### src/rtl/mem_rr_arbiter.sv
// Two-client round-robin arbiter/sequencer in front of a registered-read word memory.
// Define ARB_FIXED_PRIO_EN to make client 0 always win when both clients request.
module mem_rr_arbiter #(
   parameter int ADDR_W = 1,
   parameter int DATA_W = 4
) (
   input  logic              clock,
   input  logic              reset,
   input  logic              req0,
   input  logic              we0,
   input  logic [ADDR_W-1:0] addr0,
   input  logic [DATA_W-1:0] wdata0,
   output logic              gnt0,
   output logic              rvalid0,
   output logic [DATA_W-1:0] rdata0,
   input  logic              req1,
   input  logic              we1,
   input  logic [ADDR_W-1:0] addr1,
   input  logic [DATA_W-1:0] wdata1,
   output logic              gnt1,
   output logic              rvalid1,
   output logic [DATA_W-1:0] rdata1,
   output logic              mem_we,
   output logic [ADDR_W-1:0] mem_addr,
   output logic [DATA_W-1:0] mem_wdata,
   input  logic [DATA_W-1:0] mem_rdata,
   output logic [1:0]        dbg_state
);

   // Handshake: a client holds req/we/addr/wdata until it samples gnt=1 at a
   // posedge; gnt is a one-cycle pulse during ISSUE and rvalid a one-cycle pulse
   // two cycles after gnt for reads.
   typedef enum logic [1:0] {
      IDLE  = 2'd0,
      ISSUE = 2'd1,
      WAIT  = 2'd2
   } state_t;

   state_t            state_q, state_d;
   logic              last_q, last_d;
   logic              gnt0_q, gnt0_d, gnt1_q, gnt1_d;
   logic              rvalid0_q, rvalid0_d, rvalid1_q, rvalid1_d;
   logic [DATA_W-1:0] rdata0_q, rdata0_d, rdata1_q, rdata1_d;
   logic              mem_we_q, mem_we_d;
   logic [ADDR_W-1:0] mem_addr_q, mem_addr_d;
   logic [DATA_W-1:0] mem_wdata_q, mem_wdata_d;
   logic              win;

   always_comb begin
      state_d     = state_q;
      last_d      = last_q;
      gnt0_d      = 1'b0;
      gnt1_d      = 1'b0;
      rvalid0_d   = 1'b0;
      rvalid1_d   = 1'b0;
      rdata0_d    = rdata0_q;
      rdata1_d    = rdata1_q;
      mem_we_d    = 1'b0;
      mem_addr_d  = mem_addr_q;
      mem_wdata_d = mem_wdata_q;
      win         = 1'b0;
      case (state_q)
         IDLE: begin
            if (req0 || req1) begin
`ifdef ARB_FIXED_PRIO_EN
               win = !req0;
`else
               win = (req0 && req1) ? ~last_q : req1;
`endif
               // last_q doubles as the routing index for gnt and read return
               last_d      = win;
               state_d     = ISSUE;
               gnt0_d      = !win;
               gnt1_d      = win;
               mem_we_d    = win ? we1 : we0;
               mem_addr_d  = win ? addr1 : addr0;
               mem_wdata_d = win ? wdata1 : wdata0;
            end
         end
         ISSUE: begin
            state_d = mem_we_q ? IDLE : WAIT;
         end
         WAIT: begin
            state_d = IDLE;
            if (last_q) begin
               rdata1_d  = mem_rdata;
               rvalid1_d = 1'b1;
            end else begin
               rdata0_d  = mem_rdata;
               rvalid0_d = 1'b1;
            end
         end
         default: state_d = IDLE;
      endcase
   end

   always_ff @(posedge clock or negedge reset) begin
      if (!reset) begin
         state_q     <= IDLE;
         last_q      <= 1'b1;
         gnt0_q      <= 1'b0;
         gnt1_q      <= 1'b0;
         rvalid0_q   <= 1'b0;
         rvalid1_q   <= 1'b0;
         rdata0_q    <= '0;
         rdata1_q    <= '0;
         mem_we_q    <= 1'b0;
         mem_addr_q  <= '0;
         mem_wdata_q <= '0;
      end else begin
         state_q     <= state_d;
         last_q      <= last_d;
         gnt0_q      <= gnt0_d;
         gnt1_q      <= gnt1_d;
         rvalid0_q   <= rvalid0_d;
         rvalid1_q   <= rvalid1_d;
         rdata0_q    <= rdata0_d;
         rdata1_q    <= rdata1_d;
         mem_we_q    <= mem_we_d;
         mem_addr_q  <= mem_addr_d;
         mem_wdata_q <= mem_wdata_d;
      end
   end

   assign gnt0      = gnt0_q;
   assign gnt1      = gnt1_q;
   assign rvalid0   = rvalid0_q;
   assign rvalid1   = rvalid1_q;
   assign rdata0    = rdata0_q;
   assign rdata1    = rdata1_q;
   assign mem_we    = mem_we_q;
   assign mem_addr  = mem_addr_q;
   assign mem_wdata = mem_wdata_q;
   assign dbg_state = state_q;

endmodule

### config.mk
export PLATFORM = sky130hd
export DESIGN_NAME = mem_rr_arbiter
export DESIGN_NICKNAME = d
export VERILOG_FILES = /design/src/rtl/mem_rr_arbiter.sv
export SDC_FILE = /design/constraint.sdc
export NUM_CORES = 1
export LEC_CHECK = 0
export ABC_CLOCK_PERIOD_IN_PS = 2300
export CORE_MARGIN = 2
export CORE_UTILIZATION = 42
export DETAILED_ROUTE_END_ITERATION = 8
export GPL_ROUTABILITY_DRIVEN = 0
export HOLD_SLACK_MARGIN = 0.03
export PLACE_DENSITY = 0.88
export SLEW_MARGIN = 20
export SYNTH_ARGS = -nofsm -noshare
export SYNTH_HDL_FRONTEND = slang
export SYNTH_SLANG_ARGS = --single-unit
### constraint.sdc
create_clock -name clock -period 2.3 [get_ports clock]
set_clock_uncertainty 0.1 [all_clocks]
set_input_delay 0.23 -clock clock [delete_from_list [all_inputs] [get_ports clock]]
set_output_delay 0.23 -clock clock [all_outputs]
set_load 0.005 [all_outputs]
[Yosys cells after proc, flatten, opt, wreduce, memory -nomap -nowiden]
Cells that the tools add are included.
Storage, ports and cells
  bits in registers: 21
  latch bits: 0
  memory bits (writable): 0
  memory bits (read-only): 0
  input port bits: 20
  output and inout port bits: 20
  memories kept: 0
Operators by class
  $add $sub $neg: 0
  multiply operators: 0
  div/mod/pow operators: 0
  magnitude comparators: 0
  eq/ne operators: 3
  shift operators: 0
  mux-type cells: 17
  bitwise operators: 1
  reductions and logical operators: 7
Operators by type and width (count)
  2-to-1 mux 1 bit: 13
  AND reduction 2 bit: 3
  2-to-1 mux 2 bit: 2
  2-to-1 mux 4 bit: 1
  one-hot mux 2 bit (2 select lines): 1
  equality test 2 x 1 -> 1 bit, second input constant: 1
  equality test 2 bit, second input constant: 1
  zero test 2 bit: 1
  != test 2 bit, second input constant: 1
  logical AND 1 bit: 1
  zero test 1 bit: 1
  logical OR 1 bit: 1
  inverter 1 bit: 1

[Longest topological paths before layout]
Gate-level depths: netlist of the first run.
  depth in word-level cells: 5
  gate-level depth with buffers: 4
  gate-level depth less buffers: 3

[Worst setup path after synthesis of the first run]
OpenSTA, ideal clock, no wires.
  path kind: reg2reg
  start point: register last_q
  end point: register mem_addr_q (netlist: mem_addr)
  library setup time: 0.125 ns
  data arrival time: 1.328 ns
  data required time: 2.075 ns
  setup slack: 0.747 ns
  cell stages (with the launch flop): 5
  path buffers: 1
  clock period less this slack: 1.553 ns
  cell sequence: dfstp_2 a21bo_1 buf_6 mux2_4 mux2_2
On the way
  longest elaborated chain between the ends: 3
Ends and longest elaborated chain
  start, declared: line 40  | logic last_q, last_d;
  start signal, assigned: line 112  | last_q <= last_d;
  inverter 1 bit (no line)
  2-to-1 mux 1 bit: line 68  | win = (req0 && req1) ? ~last_q : req1;
  2-to-1 mux 1 bit: line 76  | mem_addr_d = win ? addr1 : addr0;
  end signal, assigned: line 120  | mem_addr_q <= mem_addr_d;
  end, declared: line 45  | logic [ADDR_W-1:0] mem_addr_q, mem_addr_d;
Every way passes these cells.
A chain may end at the register's enable or synchronous reset.

[Final worst setup path of the first run]
Same ends and word-level chain as after synthesis.

==> results of run 1 <==
## where the power goes
| group | leakage (nW) | switching [W] | internal [W] |
|---|---|---|---|
| Clock | 0.0177 | 0.000102 | 0.0000646 |
| Sequential | 0.255 | 0.000109 | 0.000545 |
| Combinational | 0.298 | 0.000216 | 0.000472 |
| Total | 0.571 | 0.000428 | 0.00108 |
## per-layer routing
metal	up-vias	wire length (um)	share of wire, %
met2	18	903	53
met3	2	69	4.1
met1	272	696	41
met4	0	19	1.1
li1	277	-	-
met5	-	0	0
## critical path, cell delays in order, from the launching register on
cell     delay (ns)
dfstp_2        0.59
a21bo_1        0.35
mux2_4         0.34
mux2_2         0.26
## state kept, by name (all words and copies together) (netlist names)
| name | cells |
|---|---|
| mem_we | 1 |
| mem_addr | 1 |
| gnt1 | 1 |
| mem_wdata | 4 |
| dbg_state | 2 |
| gnt0 | 1 |
| rvalid0 | 1 |
| rdata0 | 4 |
| last_q | 1 |
| rdata1 | 4 |
| rvalid1 | 1 |
## worst paths after layout
path / from / cells after the start / to
setup reg to reg: last_q$_DFFE_PN1P_ / 3 / mem_addr$_DFFE_PN0P_
hold reg to reg: mem_we$_DFF_PN0_ / 1 / dbg_state[1]$_DFFE_PN0P_
setup / recovery: last_q$_DFFE_PN1P_ / 3 / mem_addr$_DFFE_PN0P_
min in group clock: mem_we$_DFF_PN0_ / 1 / dbg_state[1]$_DFFE_PN0P_
hold / removal: reset / 2 / mem_addr$_DFFE_PN0P_
max in group asynchronous: reset / 2 / last_q$_DFFE_PN1P_
## cell families after synthesis
logic type	Yosys count	share of synthesized area, %
AOI/OAI and AO/OA	4	3.09
buffers and inverters	3	2.21
muxes	19	27.2
DFF	21	62.0
and+or+nand+nor	7	5.45
## placed cells by master, fill, tap and decap left out
master,n
clkdlybuf4s50_1,39
dfrtp_1,20
mux2_2,13
mux2_4,5
clkbuf_4,3
inv_1,2
nor2_1,2
nor3b_2,1
nand3b_1,1
o21ai_1,1
a21bo_1,1
mux2i_1,1
nor3_1,1
nor2b_1,1
nor3b_1,1
a21oi_1,1
a31oi_1,1
clkinv_2,1
dfstp_2,1
buf_4,1
## stage by stage
stage | cell area, um2 | worst slack (ns) | total power [W] | std cells
2_1_floorplan | 850 | 0.747 | 0.000933 | 54
3_3_place_gp | 1270 | 0.415 | 0.00133 | 120
3_5_place_dp | 1270 | 0.359 | 0.00136 | 120
4_1_cts | 1300 | 0.540 | 0.00152 | 124
5_1_grt | 1300 | 0.492 | 0.00160 | 124
6_report | 1300 | 0.566 | 0.00151 | 124
## area by class of cell
cell class	count	area [um2]
flip-flops and latches	21	527
clock buffers	3	22.5
inverters	2	7.51
well taps	27	33.8
fillers	133	644
multi-input cells	30	304
repair buffers	40	398
clock inverters	1	5.00
==> impl_metrics.json, run 1 <==
{
  "drv_slew": 0,
  "clock_path_buffers": 2,
  "grt-busiest-layer": "met2",
  "drive_gt1_share_pct": 25.8,
  "met2_usage_pct": 29.0,
  "ios": 40,
  "hold_violations": 0,
  "cp_max_fo": 8,
  "yosysMostFrequentCell": "dfrtp_1",
  "grt_antenna_before_repair": 0,
  "vias_per_cell": 4.59,
  "relSlewSlack_pct": 53.7,
  "power.leakage_nw": 0.571,
  "synth_top_area_cell": "dfrtp_1",
  "core_um2": 1940,
  "r2r_slack_ns": 0.57,
  "synthTopCellsByArea": "dfrtp_1 59%, mux2_2 17%, mux2_4 8.8%",
  "seq_area_frac_synth_pct": 62.0,
  "wire_per_inst_um": 13.6,
  "dieArea_um2": 2400,
  "status": "completed",
  "initial_utilization_pct": 43.8,
  "power.density_nw_per_um2": 1160,
  "synthTopCellsByCount": "20 x dfrtp_1, 13 x mux2_2, 5 x mux2_4, 2 x inv_1, 2 x nor2_1",
  "drtAntennaViolNets": 0,
  "ctsResizeCount": 0,
  "avgSynthCellArea_um2": 15.7,
  "drt_iter0_drc": 5,
  "rsz0062_at_grt": "false",
  "die_x_um": 49.0,
  "cts_tree": "built",
  "clk_pin_slew_worst_paths_ns": 0.12,
  "finalSetupViolations": 0,
  "drt-total-wl_um": 1690,
  "period_needed_ns": 1.73,
  "ys_ff_latch": 21,
  "peakVddDrop_mv": 0.911,
  "crit_path_end_kind": "flip-flop",
  "synth-async-reset-ratio_pct": 100,
  "required_ns": 2.39,
  "synthToLayoutAreaGrowth_pct": 52.7,
  "hold_slack_ns": 0.160,
  "setup_tns_ns": 0,
  "synth_fp_nets": 74,
  "drc": 0,
  "grtUsageMet1_pct": 17.1,
  "die_h_um": 49.0,
  "rows": 16,
  "critical_path_class": "reg2reg",
  "synth_edf_count": 0,
  "clock-sinks": 21,
  "cp-start-kind": "flip-flop",
  "grt_first_pass_wirelength_um": 2740,
  "grt_remaining_overflow": 0,
  "worst_pin_slew_ns": 0.691,
  "hold_path.class": "in2async",
  "cts_root_buf": "clkbuf_4",
  "fmax_mhz": 577,
  "synth-main-ff-cell": "dfrtp_1",
  "maxCapViolations": 0,
  "numPortBuffers": 39,
  "cts_made_buffers": 3,
  "cts_setup_buffers": 0,
  "vias": 569,
  "cts_max_level": 1,
  "netlist_instances": 54,
  "yosys_warnings": 0,
  "yosysTopAreaCellShare_pct": 58.9,
  "cts_hold_buf": 0,
  "clkLatencyLatePin_ns": 0.29,
  "grt_usage_pct": 15.5,
  "ys_types": 17,
  "grt_max_degree": 22,
  "firstDrtPassIters": 4,
  "final_util_pct": 66.8,
  "dpl.hpwl_um": 1340,
  "met3_usage_pct": 3.07,
  "post-route-period-util_pct": 75.4,
  "nets": 118,
  "antennaDiodeCount": 0,
  "grt_pass1_vias": 613,
  "critPathArrivalTime_ns": 1.83,
  "synth_area_um2": 850
}
Power figures use the tool's default switching activity.
==> run 2, diff against run 1 <==
--- a/config.mk
+++ b/config.mk
@@ -5,13 +5,13 @@
 export SDC_FILE = /design/constraint.sdc
 export NUM_CORES = 1
 export LEC_CHECK = 0
-export ABC_CLOCK_PERIOD_IN_PS = 2300
+export ABC_CLOCK_PERIOD_IN_PS = 1700
 export CORE_MARGIN = 2
-export CORE_UTILIZATION = 42
+export CORE_UTILIZATION = 39
 export DETAILED_ROUTE_END_ITERATION = 8
 export GPL_ROUTABILITY_DRIVEN = 0
 export HOLD_SLACK_MARGIN = 0.03
-export PLACE_DENSITY = 0.88
+export PLACE_DENSITY = 0.83
 export SLEW_MARGIN = 20
 export SYNTH_ARGS = -nofsm -noshare
 export SYNTH_HDL_FRONTEND = slang
==> constraint.sdc (replaced) <==
create_clock -name clock -period 1.7 [get_ports clock]
set_clock_uncertainty 0.1 [all_clocks]
set_input_delay 0.17 -clock clock [delete_from_list [all_inputs] [get_ports clock]]
set_output_delay 0.17 -clock clock [all_outputs]
set_load 0.005 [all_outputs]
==> run 2 against run 1 <==
Net effect: worst hold slack worse by 0.065 ns; utilization fell by 0.50 points; combinational power is 40% higher; count of clock-buffer cells in the layout stayed put.
==> impl_metrics.json, run 2 (synthesis gave the netlist of run 1 again) <==
{
  "status": "completed",
  "core_um2": 2000,
  "r2r_slack_ns": 0.11,
  "clock_path_buffers": 2,
  "grt_remaining_overflow": 0,
  "required_ns": 1.79,
  "drtAntennaViolNets": 0,
  "die_x_um": 50.7,
  "drt_iter0_drc": 7,
  "fillers": 152,
  "firstDrtPassIters": 4,
  "relSlewSlack_pct": 73.6,
  "max_stage_delay_ns": 0.55,
  "drc": 0,
  "cts_root_buf": "clkbuf_4",
  "clk_pin_slew_worst_paths_ns": 0.11,
  "power.density_nw_per_um2": 1550,
  "period_needed_ns": 1.59,
  "crit_path_end_kind": "flip-flop",
  "cp_cell_sequence": "a21bo_2 -> mux2_4 -> mux2_2",
  "cp_max_fo": 8,
  "final_common_cell": "clkdlybuf4s50_1",
  "final_cell_mix": "39 x clkdlybuf4s50_1, 20 x dfrtp_1, 13 x mux2_2",
  "hold_slack_ns": 0.0958,
  "grt_antenna_before_repair": 0,
  "clock-sinks": 21,
  "drv_slew": 0,
  "finalSetupViolations": 0,
  "nets": 122,
  "drt-total-wl_um": 1620,
  "dieArea_um2": 2570,
  "hold_path.class": "in2async",
  "cp-start-kind": "flip-flop",
  "dpl.hpwl_um": 1270,
  "wire_per_inst_um": 12.7,
  "ctsResizeCount": 0,
  "cts_hold_buf": 0,
  "clkLatencyLatePin_ns": 0.29,
  "cts_setup_buffers": 0,
  "critical_path_class": "reg2reg",
  "final-seq-area_um2": 527,
  "reg2reg_depth": 3,
  "cts_max_level": 1,
  "numPortBuffers": 39,
  "power.leakage_nw": 0.587,
  "multi_input_area_um2": 304,
  "fmax_mhz": 628,
  "rows": 16,
  "ios": 40,
  "grt_pass1_vias": 622,
  "rsz0062_at_grt": "false",
  "cts_tree": "built",
  "drive_gt1_share_pct": 29.7,
  "synthToLayoutAreaGrowth_pct": 56.3,
  "vias_per_cell": 4.66,
  "peakVddDrop_mv": 0.835,
  "critPathArrivalTime_ns": 1.68,
  "r2r_start": "last_q$_DFFE_PN1P_",
  "worst_pin_slew_ns": 0.394,
  "grt_max_degree": 22,
  "r2r_end": "mem_addr$_DFFE_PN0P_",
  "hold_violations": 0,
  "initial_utilization_pct": 42.4,
  "final_util_pct": 66.3,
  "post-route-period-util_pct": 93.6,
  "crit_slowest_cell": "dfstp_2",
  "vias": 597,
  "antennaDiodeCount": 0,
  "maxCapViolations": 0,
  "cts_made_buffers": 3,
  "die_h_um": 50.7,
  "grt_first_pass_wirelength_um": 2750,
  "grt_usage_pct": 14.6
}
-- run 2: layer usage --
| layer | wire length, um | vias up | global-route usage, % | part of all wire, % |
|---|---|---|---|---|
| met1 | 712 | 287 | 17.5 | 44 |
| met2 | 818 | 25 | 24.3 | 50 |
| met3 | 91 | 0 | 3.27 | 5.6 |
| met4 | 0 | 0 | 8.11 | 0 |
| met5 | 0 | - | 0 | 0 |
| li1 | - | 285 | - | - |
-- run 2: stage by stage --
step	std cells	total power [W]	setup TNS, ns	instance area, um2	setup slack (ns)
floorplan	54	0.00126	0	850	0.147
global placement	124	0.00182	-0.701	1300	-0.142
detailed placement	124	0.00186	-0.758	1300	-0.159
CTS	128	0.00209	0	1330	0.0193
global route	128	0.00220	0	1330	0.0547
finish	128	0.00206	0	1330	0.109
-- run 2: cell type report --
cell class / instances / area share (%)
flip-flops and latches: 21 / 39.7
well taps: 27 / 2.54
clock inverters: 1 / 0.377
inverters: 2 / 0.566
multi-input cells: 30 / 22.9
clock buffers: 3 / 1.70
repair buffers: 44 / 32.2
-- run 2: worst max path at each step --
stage / depth (start not counted) / slack (ns) / start / end
6_report: 3 / 0.11 / last_q$_DFFE_PN1P_ / mem_addr$_DFFE_PN0P_
5_1_grt: 3 / 0.05 / last_q$_DFFE_PN1P_ / mem_addr$_DFFE_PN0P_
3_3_place_gp: 4 / -0.14 / req1 / mem_wdata[2]$_DFFE_PN0P_
2_1_floorplan: 4 / 0.15 / last_q$_DFFE_PN1P_ / mem_addr$_DFFE_PN0P_
3_5_place_dp: 4 / -0.16 / req1 / mem_addr$_DFFE_PN0P_
4_1_cts: 3 / 0.02 / last_q$_DFFE_PN1P_ / mem_addr$_DFFE_PN0P_
-- run 2: power by group --
group / internal [W] / switching (W)
Combinational: 0.000675 / 0.000290
Sequential: 0.000737 / 0.000127
Clock: 0.0000875 / 0.000142
Total: 0.00150 / 0.000558
-- run 2: critical path: cells and delay by family (launching register included) --
family | cells | cell delay, ns
flip-flops | 1 | 0.55
multiplexers | 2 | 0.58
AO/OA/AOI/OAI | 1 | 0.26
==> run 3, diff against run 2 <==
--- a/config.mk
+++ b/config.mk
@@ -12,7 +12,7 @@
 export GPL_ROUTABILITY_DRIVEN = 0
 export HOLD_SLACK_MARGIN = 0.03
 export PLACE_DENSITY = 0.83
-export SLEW_MARGIN = 20
+export SLEW_MARGIN = 30
 export SYNTH_ARGS = -nofsm -noshare
 export SYNTH_HDL_FRONTEND = slang
 export SYNTH_SLANG_ARGS = --single-unit
==> results of run 3 <==
Final layout, timing and power as in run 2 (identical DEF).
